$ cat config.mk
export PLATFORM = sky130hd
export DESIGN_NAME = voice_mixer_pwm
export DESIGN_NICKNAME = d
export VERILOG_FILES = /design/src/rtl/keyboard_pkg.sv /design/src/rtl/voice_envelope.sv /design/src/rtl/voice_mixer_pwm.sv
export SDC_FILE = /design/constraint.sdc
export NUM_CORES = 1
export LEC_CHECK = 0
export BUFFER_PORTS_ARGS = -buffer_cell sky130_fd_sc_hd__buf_2
export CAP_MARGIN = 20
export CORE_ASPECT_RATIO = 1.25
export CORE_UTILIZATION = 40
export DETAILED_ROUTE_END_ITERATION = 10
export GPL_TIMING_DRIVEN = 1
export SETUP_SLACK_MARGIN = 0.02
export SYNTH_ARGS = -nofsm -noshare
export SYNTH_HDL_FRONTEND = slang
export SYNTH_SLANG_ARGS = --single-unit
$ cat constraint.sdc
create_clock -name clk -period 6.4 [get_ports clk]
set_clock_uncertainty 0.1 [all_clocks]
set_input_delay 0.96 -clock clk [delete_from_list [all_inputs] [get_ports clk]]
set_output_delay 0.96 -clock clk [all_outputs]
set_load 0.02 [all_outputs]
$ cat src/rtl/keyboard_pkg.sv
// Shared types and constants for the keyboard audio back end.
//   env_state_t         - envelope FSM state encoding
//   ENV_MAX             - full-scale envelope level
//   ENV_STEP_CYCLES_DEF - default clk cycles per envelope step
//   PWM_W_DEF           - default PWM counter / duty width
package keyboard_pkg;

    typedef enum logic [1:0] {IDLE, ATTACK, SUSTAIN, RELEASE} env_state_t;

    localparam logic [3:0] ENV_MAX = 4'd15;

    localparam int unsigned ENV_STEP_CYCLES_DEF = 40000;
    localparam int unsigned PWM_W_DEF           = 8;

endpackage

$ cat src/rtl/voice_envelope.sv
// Per-voice envelope shaper.
// Macro VOICE_ENVELOPE_EN selects the attack/sustain/release FSM; without it the
// level is simply gate ? 15 : 0, registered.
// Ports:
//   clk   in  system clock
//   reset in  synchronous, active-high
//   gate  in  key-held flag (level-sensitive)
//   tick  in  envelope step strobe from the shared prescaler
//   level out 4-bit envelope level
module voice_envelope
    import keyboard_pkg::*;
(
    input  logic       clk,
    input  logic       reset,
    input  logic       gate,
    input  logic       tick,
    output logic [3:0] level
);

`ifdef VOICE_ENVELOPE_EN
    env_state_t state_q, state_d;
    logic [3:0] level_q, level_d;

    always_ff @(posedge clk) begin
        if (reset) begin
            state_q <= IDLE;
            level_q <= 4'd0;
        end else begin
            state_q <= state_d;
            level_q <= level_d;
        end
    end

    // A gate-driven transition takes priority over a tick in the same cycle,
    // so the level only steps when the gate agrees with the current phase.
    always_comb begin
        state_d = state_q;
        level_d = level_q;
        unique case (state_q)
            IDLE: begin
                if (gate) state_d = ATTACK;
            end
            ATTACK: begin
                if (!gate) begin
                    state_d = RELEASE;
                end else if (tick) begin
                    if (level_q != ENV_MAX) level_d = level_q + 4'd1;
                    if (level_q >= ENV_MAX - 4'd1) state_d = SUSTAIN;
                end
            end
            SUSTAIN: begin
                level_d = ENV_MAX;
                if (!gate) state_d = RELEASE;
            end
            RELEASE: begin
                if (gate) begin
                    state_d = ATTACK;
                end else if (tick) begin
                    if (level_q != 4'd0) level_d = level_q - 4'd1;
                    if (level_q <= 4'd1) state_d = IDLE;
                end
            end
            default: begin
                state_d = IDLE;
            end
        endcase
    end

    assign level = level_q;
`else
    logic [3:0] level_q;
    logic       unused_tick;

    always_ff @(posedge clk) begin
        if (reset) level_q <= 4'd0;
        else       level_q <= gate ? ENV_MAX : 4'd0;
    end

    assign unused_tick = tick;
    assign level       = level_q;
`endif

endmodule

$ cat src/rtl/voice_mixer_pwm.sv
// Voice mixer and PWM audio output.
// Scales each voice sample by its envelope level, sums the voices and drives a
// single-bit PWM stream whose duty is refreshed once per PWM frame.
// Macro VOICE_ENVELOPE_EN enables the envelope FSMs and their step prescaler.
// Ports:
//   clk         in  system clock
//   reset       in  synchronous, active-high
//   sample      in  NVOICE unsigned samples, voice 0 in the LSBs
//   gate        in  per-voice key-held flags
//   pwm_out     out PWM audio bit
//   mix_out     out duty value in force for the current frame
//   frame_start out one-cycle pulse in the first cycle of each frame
module voice_mixer_pwm
    import keyboard_pkg::*;
#(
    parameter int unsigned NVOICE          = 3,
    parameter int unsigned SAMPLE_W        = 4,
    parameter int unsigned ENV_STEP_CYCLES = ENV_STEP_CYCLES_DEF,
    parameter int unsigned PWM_W           = PWM_W_DEF
) (
    input  logic                         clk,
    input  logic                         reset,
    input  logic [NVOICE*SAMPLE_W-1:0]   sample,
    input  logic [NVOICE-1:0]            gate,
    output logic                         pwm_out,
    output logic [PWM_W-1:0]             mix_out,
    output logic                         frame_start
);

    localparam int unsigned PROD_W = SAMPLE_W + 4;
    localparam int unsigned SUM_W  = PROD_W + $clog2(NVOICE);

    logic              tick;
    logic [3:0]        level [NVOICE];
    logic [PROD_W-1:0] prod  [NVOICE];
    logic [SUM_W-1:0]  sum;
    logic [1:0]        unused_sum_lsb;

`ifdef VOICE_ENVELOPE_EN
    localparam int unsigned PRE_W = $clog2(ENV_STEP_CYCLES);

    logic [PRE_W-1:0] presc_q;

    assign tick = (presc_q == PRE_W'(ENV_STEP_CYCLES - 1));

    always_ff @(posedge clk) begin
        if (reset)     presc_q <= '0;
        else if (tick) presc_q <= '0;
        else           presc_q <= presc_q + 1'b1;
    end
`else
    assign tick = 1'b0;
`endif

    for (genvar v = 0; v < NVOICE; v++) begin : g_voice
        voice_envelope u_env (
            .clk   (clk),
            .reset (reset),
            .gate  (gate[v]),
            .tick  (tick),
            .level (level[v])
        );

        assign prod[v] = PROD_W'(sample[v*SAMPLE_W +: SAMPLE_W]) * PROD_W'(level[v]);
    end

    always_comb begin
        sum = '0;
        for (int v = 0; v < NVOICE; v++) begin
            sum = sum + SUM_W'(prod[v]);
        end
    end

    // Dropping the two LSBs keeps the worst-case three-voice mix inside the duty range.
    assign unused_sum_lsb = sum[1:0];

    logic [PWM_W-1:0] cnt_q, duty_q;
    logic             pwm_q, frame_start_q;
    logic             wrap;

    assign wrap = (cnt_q == '1);

    always_ff @(posedge clk) begin
        if (reset) begin
            cnt_q         <= '0;
            duty_q        <= '0;
            pwm_q         <= 1'b0;
            frame_start_q <= 1'b0;
        end else begin
            cnt_q         <= cnt_q + 1'b1;
            pwm_q         <= (cnt_q < duty_q);
            frame_start_q <= wrap;
            if (wrap) duty_q <= PWM_W'(sum[SUM_W-1:2]);
        end
    end

    assign pwm_out     = pwm_q;
    assign mix_out     = duty_q;
    assign frame_start = frame_start_q;

endmodule

=== After elaboration in Yosys (flattened, before gate mapping) ===
Cells that the tools add are included.
Widths: inputs -> output; s select.

* Flip-flop bits (word level): 30
* Bits in latches: 0
* Memory bits (writable): 0
* ROM bits: 0
* Output and inout bits: 10
* Memories kept: 0

* Add/subtract/negate cells: 3
* Multiply operators: 3
* Divide/modulo/power cells: 0
* Magnitude comparators: 1
* Equality and inequality tests: 1
* Shift operators: 0
* Multiplexer cells: 3
* Bitwise logic cells: 0
* Reductions and logical operators: 0

{| class="wikitable"
|+ Operators with widths
! kind !! number
|-
| $mul 4x4->8 || 3
|-
| $mux 4 || 3
|-
| $add 9x8->10 || 1
|-
| $add 8x8->9 || 1
|-
| $add 8x1->8 const B || 1
|-
| $eq 8x8->1 const B || 1
|-
| $lt 8x8->1 || 1
|}

=== Depth between registers and ports, before layout ===
Gate-level depths: netlist of run 1.

* Depth after elaboration: 3
* Mapped depth: 17
* Mapped depth without buffers: 17

=== Modules after synthesis ===
Synthesis of run 1 repeated with hierarchy kept, for this count alone.

* Cells, all modules: 284
* Area total of the unflattened synthesis: 2,582.5 µm²

{| class="wikitable"
|+ By module, submodules not included
! module !! times used !! cells an instance !! area each (µm²)
|-
| voice_mixer_pwm || 1 || 269 || 2,413.6
|-
| voice_envelope || 3 || 5 || 56.3
|}

=== Least setup slack after synthesis of run 1 ===
No wires, ideal clock.

* Path kind: in2reg
* From: in sample[5]
* To: reg duty_q[7], in the netlist mix_out[7]
* Library setup time: 133 ps
* Arrival: 5,076 ps
* Required time: 6,167 ps
* Path slack: 1,090 ps
* Cell stages on the path: 16
* Buffers on the path: 0
* Cell sequence: and2_1 > inv_1 > fa_1 > inv_1 > fa_1 > fa_1 > fa_1 > inv_1 > fa_1 > inv_1 > ha_1 > and3_1 > a2111o_1 > a21o_1 > a211oi_2 > a211oi_1

* Cells in the longest elaborated chain, start to end: 3

{| class="wikitable"
|+ RTL lines
! element !! line !! RTL
|-
| start, declared || voice_mixer_pwm.sv:23 || <nowiki>input logic [NVOICE*SAMPLE_W-1:0] sample,</nowiki>
|-
| $mul 4x4->8 || voice_mixer_pwm.sv:64 || <nowiki>assign prod[v] = PROD_W'(sample[v*SAMPLE_W +: SAMPLE_W]) * PROD_W'(level[v]);</nowiki>
|-
| $add 8x8->9 || voice_mixer_pwm.sv:70 || <nowiki>sum = sum + SUM_W'(prod[v]);</nowiki>
|-
| $add 9x8->10 || voice_mixer_pwm.sv:70 ||
|-
| end signal, assigned || voice_mixer_pwm.sv:93 || <nowiki>if (wrap) duty_q <= PWM_W'(sum[SUM_W-1:2]);</nowiki>
|-
| end, declared || voice_mixer_pwm.sv:77 || <nowiki>logic [PWM_W-1:0] cnt_q, duty_q;</nowiki>
|}

No other way between the ends.
A chain may end at the register's enable or synchronous reset.

=== Worst setup path in the final report of run 1 ===
* From: in sample[6]
* To: reg duty_q[7], in the netlist mix_out[7]

Same word-level chain as after synthesis.

==> results_dict.tcl, run 1 <==
set metrics [dict create \
    status "complete, no violations" \
    endpoint_kind "register" \
    worstHoldPathType "reg2reg" \
    insertion_delay_ps 260 \
    dr.first_iter.drc_count 53 \
    drt_pass1_iterations 4 \
    antenna_left 0 \
    yosys.area.top_type "fa_1" \
    setup_violations 0 \
    n_antenna_cell 0 \
    cts-htree-levels 1 \
    drive_above_1_share_pct 11.76 \
    syn_inst 245 \
    nNetsFinal 353 \
    vias 1601 \
    io_pins 27 \
    wire_per_inst_um 12.24 \
    post-cts-setup-buffers 0 \
    timing.final.crit_share_pct 83.56 \
    vias_per_cell 4.765 \
    cts_made_buffers 3 \
    drc 0 \
    min_period_ps 5348 \
    ys_top_cells_by_area "fa_1 27%, dfxtp_1 19%, ha_1 18%, inv_1 9.3%, and2_1 3.0%" \
    fmax_mhz 187.0 \
    rows 30 \
    slew_violations 0 \
    cpPeakStageDelay_ps 550 \
    crit_arrival_ps 5390 \
    syn_nets 325 \
    root_buffer "clkbuf_8" \
    relSlewSlack_pct 67.26 \
    ir_drop_uv 154.6 \
    die_y_um 86.22 \
    die_x_um 69.38 \
    synth-seq-cells 21 \
    utilization_pct 46.18 \
    hold_buffers 0 \
    dpl.hpwl_mm 3.574 \
    seq_area_frac_synth_pct 18.52 \
    portBuffers 26 \
    ys_async_sr_fraction_pct 0 \
    start_kind "primary input" \
    synthTopCellsByCount "56 x inv_1, 32 x ha_1, 31 x fa_1" \
    setup_tns_ps 0 \
    grt_pass1_wl_mm 7.562 \
    rsz0062_at_grt "false" \
    cp.required_ps 6440 \
    core_mm2 0.005443 \
    synth_ff_type "dfxtp_1" \
    critical_path_class "in2reg" \
    yosys_warnings 0 \
    ctsResizeCount 0 \
    cts_buffer_depth 2 \
    leakagePower_nw 1.334 \
    path_cells "buf_2, xor2_1, and2_1, ha_1, inv_1, fa_1, inv_1, fa_1, fa_1, inv_1, fa_1, inv_1, ha_1, and3_1, a2111o_1, a21o_1, a211oi_2, a211oi_1" \
    antenna_found_initial 0 \
    dieArea_mm2 0.005982 \
    tightest_slew_ps 489.4 \
    grt_pass1_vias 1687 \
    postRouteWirelength_mm 4.111 \
    critPathMaxFanout 6 \
    grt_overflow 0 \
    hold_viol_final 0 \
    max_cap_viol_count 0 \
    cts.clk_slew.worst_paths_ps 80 \
    routabilityCongestion 0.8355 \
    syn_area_mm2 0.002270 \
    slowest_stage "fa_1" \
    syn2layout_area_growth_pct 10.75 \
    synth_enable_flop_cells 0 \
    p_per_area_mw_per_mm2 166.3 \
    netlist.area_leader.share_pct 27.34 \
    cts.sinks 21 \
    avgSynthCellArea_um2 9.264 \
    grt_usage_pct 15.54 \
    synth_cell_type_count 32 \
    start_util_pct 41.70 \
    cts_tree "done" \
    yosysMostFrequentCell "inv_1" \
    grt_max_degree 25 \
]
[through the flow]
step | area (um2) | total power [mW] | setup WS (ps) | std cells | hold slack (ps)
2_1_floorplan | 2270 | 0.2909 | 1090 | 245 | 325.2
3_3_place_gp | 2467 | 0.3322 | 785.5 | 332 | 344.3
3_5_place_dp | 2467 | 0.3352 | 757.3 | 332 | 350.0
4_1_cts | 2514 | 0.4252 | 1040 | 336 | 370.8
5_1_grt | 2514 | 0.4627 | 781.2 | 336 | 411.8
6_report | 2514 | 0.4181 | 1052 | 336 | 366.8
[cells by family (layout without fill, tap and decap cells)]
logic type / Yosys count / count (layout) / share of synthesized area [%]
DFF: 21 / 21 / 18.52
xor gates and xnor gates: 9 / 9 / 3.473
adders and majority gates: 63 / 63 / 44.98
muxes: 1 / 1 / 0.4410
AOI/OAI and AO/OA: 29 / 29 / 8.214
and+or+nand+nor: 63 / 63 / 14.55
buffers and inverters: 59 / 86 / 9.812
[final timing paths]
path | startpoint | end | slack [ps] | cells after the start
max | sample[6] | mix_out[7] | 1050 | 18
min | cnt_q[0] | cnt_q[0] | 370 | 1
max reg2reg | g_voice[1].u_env.level[2] | mix_out[7] | 1400 | 16
min reg2reg | cnt_q[0] | cnt_q[0] | 370 | 1
[flip-flops by register name (all words and copies together), names as in the netlist]
signal,count
frame_start,1
mix_out,8
g_voice.u_env.level,3
cnt_q,8
pwm_out,1
[worst max-delay path, delay by kind of cell]
| kind | cells | cell delay (ps) |
|---|---|---|
| AND/OR/NAND/NOR | 2 | 340 |
| buffers and inverters | 5 | 340 |
| XOR/XNOR | 1 | 160 |
| AO/OA/AOI/OAI | 4 | 910 |
| adder cells (fa/ha/maj) | 6 | 2690 |
[per-layer routing]
layer	vias up	global-route usage [%]	wire length, um
li1	828	-	-
met1	751	20.71	1912
met2	17	27.54	2106
met3	5	1.047	47
met4	0	3.896	44
met5	-	0	0
[placed cells by master, fill, tap and decap left out, types with 2 or more instances in the layout]
master and instances:
a211oi_1 3, a21o_1 5, a21oi_1 12, and2_1 11
and3_1 2, buf_2 26, clkbuf_8 3, dfxtp_1 21
fa_1 31, ha_1 32, inv_1 56, nand2_1 14
nand2b_1 3, nand3_1 5, nand4_1 2, nor2_1 12
nor2b_1 5, nor3_1 2, o21ai_0 5, or3_1 2
xnor2_1 3, xor2_1 6
[power breakdown]
group	switching [mW]	total, mW	internal, mW
Sequential	0.00320	0.137	0.134
Combinational	0.109	0.194	0.0846
Clock	0.0441	0.0875	0.0434
Total	0.156	0.418	0.262
[cell type report]
class	instances	area, um2
clock buffers	3	41.29
clock inverters	1	5.005
fillers	546	2929
inverters	56	210.2
multi-input cells	165	1627
flip-flops and latches	21	420.4
well taps	64	80.08
repair buffers	26	130.1
Power figures use the tool's default switching activity.
==> inputs of run 2 (changes only) <==
==> constraint.sdc (replaced) <==
create_clock -name clk -period 5.5 [get_ports clk]
set_clock_uncertainty 0.1 [all_clocks]
set_input_delay 0.825 -clock clk [delete_from_list [all_inputs] [get_ports clk]]
set_output_delay 0.825 -clock clk [all_outputs]
set_load 0.02 [all_outputs]
==> results_dict.tcl, run 2 (synthesis results as in run 1) <==
set metrics [dict create \
    grt_overflow 0 \
    endpoint_kind "register" \
    drive_above_1_share_pct 13.67 \
    layout_common_cells "56 x inv_1, 32 x ha_1, 31 x fa_1" \
    root_buffer "clkbuf_8" \
    ir_drop_uv 124.7 \
    grt_max_degree 25 \
    postRouteWirelength_mm 3.947 \
    core_mm2 0.005443 \
    final_common_cell "inv_1" \
    r2r_end "mix_out[7]" \
    cts.clk_slew.worst_paths_ps 80 \
    setup_violations 0 \
    wire_per_inst_um 11.54 \
    rsz0062_at_grt "false" \
    timing.final.crit_share_pct 93.50 \
    cts_made_buffers 3 \
    status "complete, no violations" \
    routabilityCongestion 0.7583 \
    min_period_ps 5143 \
    cts.sinks 21 \
    grt_pass1_vias 1697 \
    crit_buf_inv 5 \
    crit_family "adder cells" \
    antenna_found_initial 0 \
    r2r_cells 15 \
    relSlewSlack_pct 68.40 \
    critPathMaxFanout 6 \
    max_cap_viol_count 0 \
    cpPeakStageDelay_ps 540 \
    hold_viol_final 0 \
    hold_buffers 0 \
    critical_path_class "in2reg" \
    antenna_left 0 \
    ctsResizeCount 0 \
    vias 1607 \
    cp.required_ps 5540 \
    nNetsFinal 359 \
    n_antenna_cell 0 \
    reg2reg_slack_ps 590 \
    vias_per_cell 4.699 \
    cts_buffer_depth 2 \
    cts-htree-levels 1 \
    drt_pass1_iterations 4 \
    dp_worst_setup_slack_ps 82.04 \
    start_util_pct 41.70 \
    p_per_area_mw_per_mm2 197.1 \
    tightest_slew_ps 472.2 \
    cts_tree "done" \
    post-cts-setup-buffers 0 \
    rows 30 \
    io_pins 27 \
    whs_endpoint "cnt_q[0]" \
    dpl.hpwl_mm 3.506 \
    r2r_start "g_voice[1].u_env.level[2]" \
    worstHoldPathType "reg2reg" \
    start_kind "primary input" \
    crit_arrival_ps 5180 \
    die_x_um 69.38 \
    path_cells "buf_2, xor2_1, and2_1, ha_1, inv_1, fa_1, inv_1, fa_1, fa_1, inv_1, fa_1, inv_1, ha_1, and3_1, a2111o_1, a21o_1, a211oi_2, a211oi_1" \
    grt_usage_pct 15.30 \
    grt_pass1_wl_mm 7.452 \
    die_y_um 86.22 \
    dr.first_iter.drc_count 42 \
    drc 0 \
    portBuffers 26 \
    min-delay-start "cnt_q[0]" \
    insertion_delay_ps 260 \
    dieArea_mm2 0.005982 \
    slew_violations 0 \
    leakagePower_nw 1.364 \
    worst_slack_ps 357.5 \
    syn2layout_area_growth_pct 12.73 \
    setup_tns_ps 0 \
    fmax_mhz 194.5 \
    whs_path_depth 1 \
    crit_cells 18 \
    slowest_stage "fa_1" \
]
run 2: changes by cell type in the layout (fill, tap and decap cells not counted):
cell and change:
buf_4 +6
run 2: how the worst max path moves through the flow:
stage               startpoint          to  slack (ps)
floorplan            sample[5]  mix_out[7]         330
global placement     sample[6]  mix_out[7]          90
detailed placement   sample[6]  mix_out[7]          80
CTS                  sample[6]  mix_out[7]         340
global route         sample[6]  mix_out[7]         150
finish               sample[6]  mix_out[7]         360
run 2: per-layer routing:
metal | global-route usage, % | part of all wire, %
met4 | 4.453 | 1.1
met1 | 19.54 | 45
met2 | 27.63 | 52
met3 | 1.279 | 2.1
met5 | 0 | 0
run 2: through the flow:
stage / utilization, % / power [mW] / hold WS, ps / area, um2 / cells
3_5_place_dp: 46.16 / 0.4084 / 352.2 / 2512 / 338
6_report: 47.01 / 0.5042 / 364.2 / 2559 / 342
5_1_grt: 47.01 / 0.5628 / 404.7 / 2559 / 342
2_1_floorplan: - / 0.3385 / 325.2 / 2270 / 245
4_1_cts: 47.01 / 0.5180 / 371.0 / 2559 / 342
3_3_place_gp: 46.16 / 0.4101 / 344.8 / 2512 / 338
run 2: power by group:
group	switching, mW	internal, mW
clock	0.0516	0.0505
sequential	0.00359	0.156
combinational	0.128	0.115
total	0.183	0.321
run 2: cell type report:
cell class | instances | area [um2]
repair buffers | 32 | 175.2
clock inverters | 1 | 5.005
inverters | 56 | 210.2
fillers | 537 | 2884
well taps | 64 | 80.08
multi-input cells | 165 | 1627
clock buffers | 3 | 41.29
flip-flops and latches | 21 | 420.4
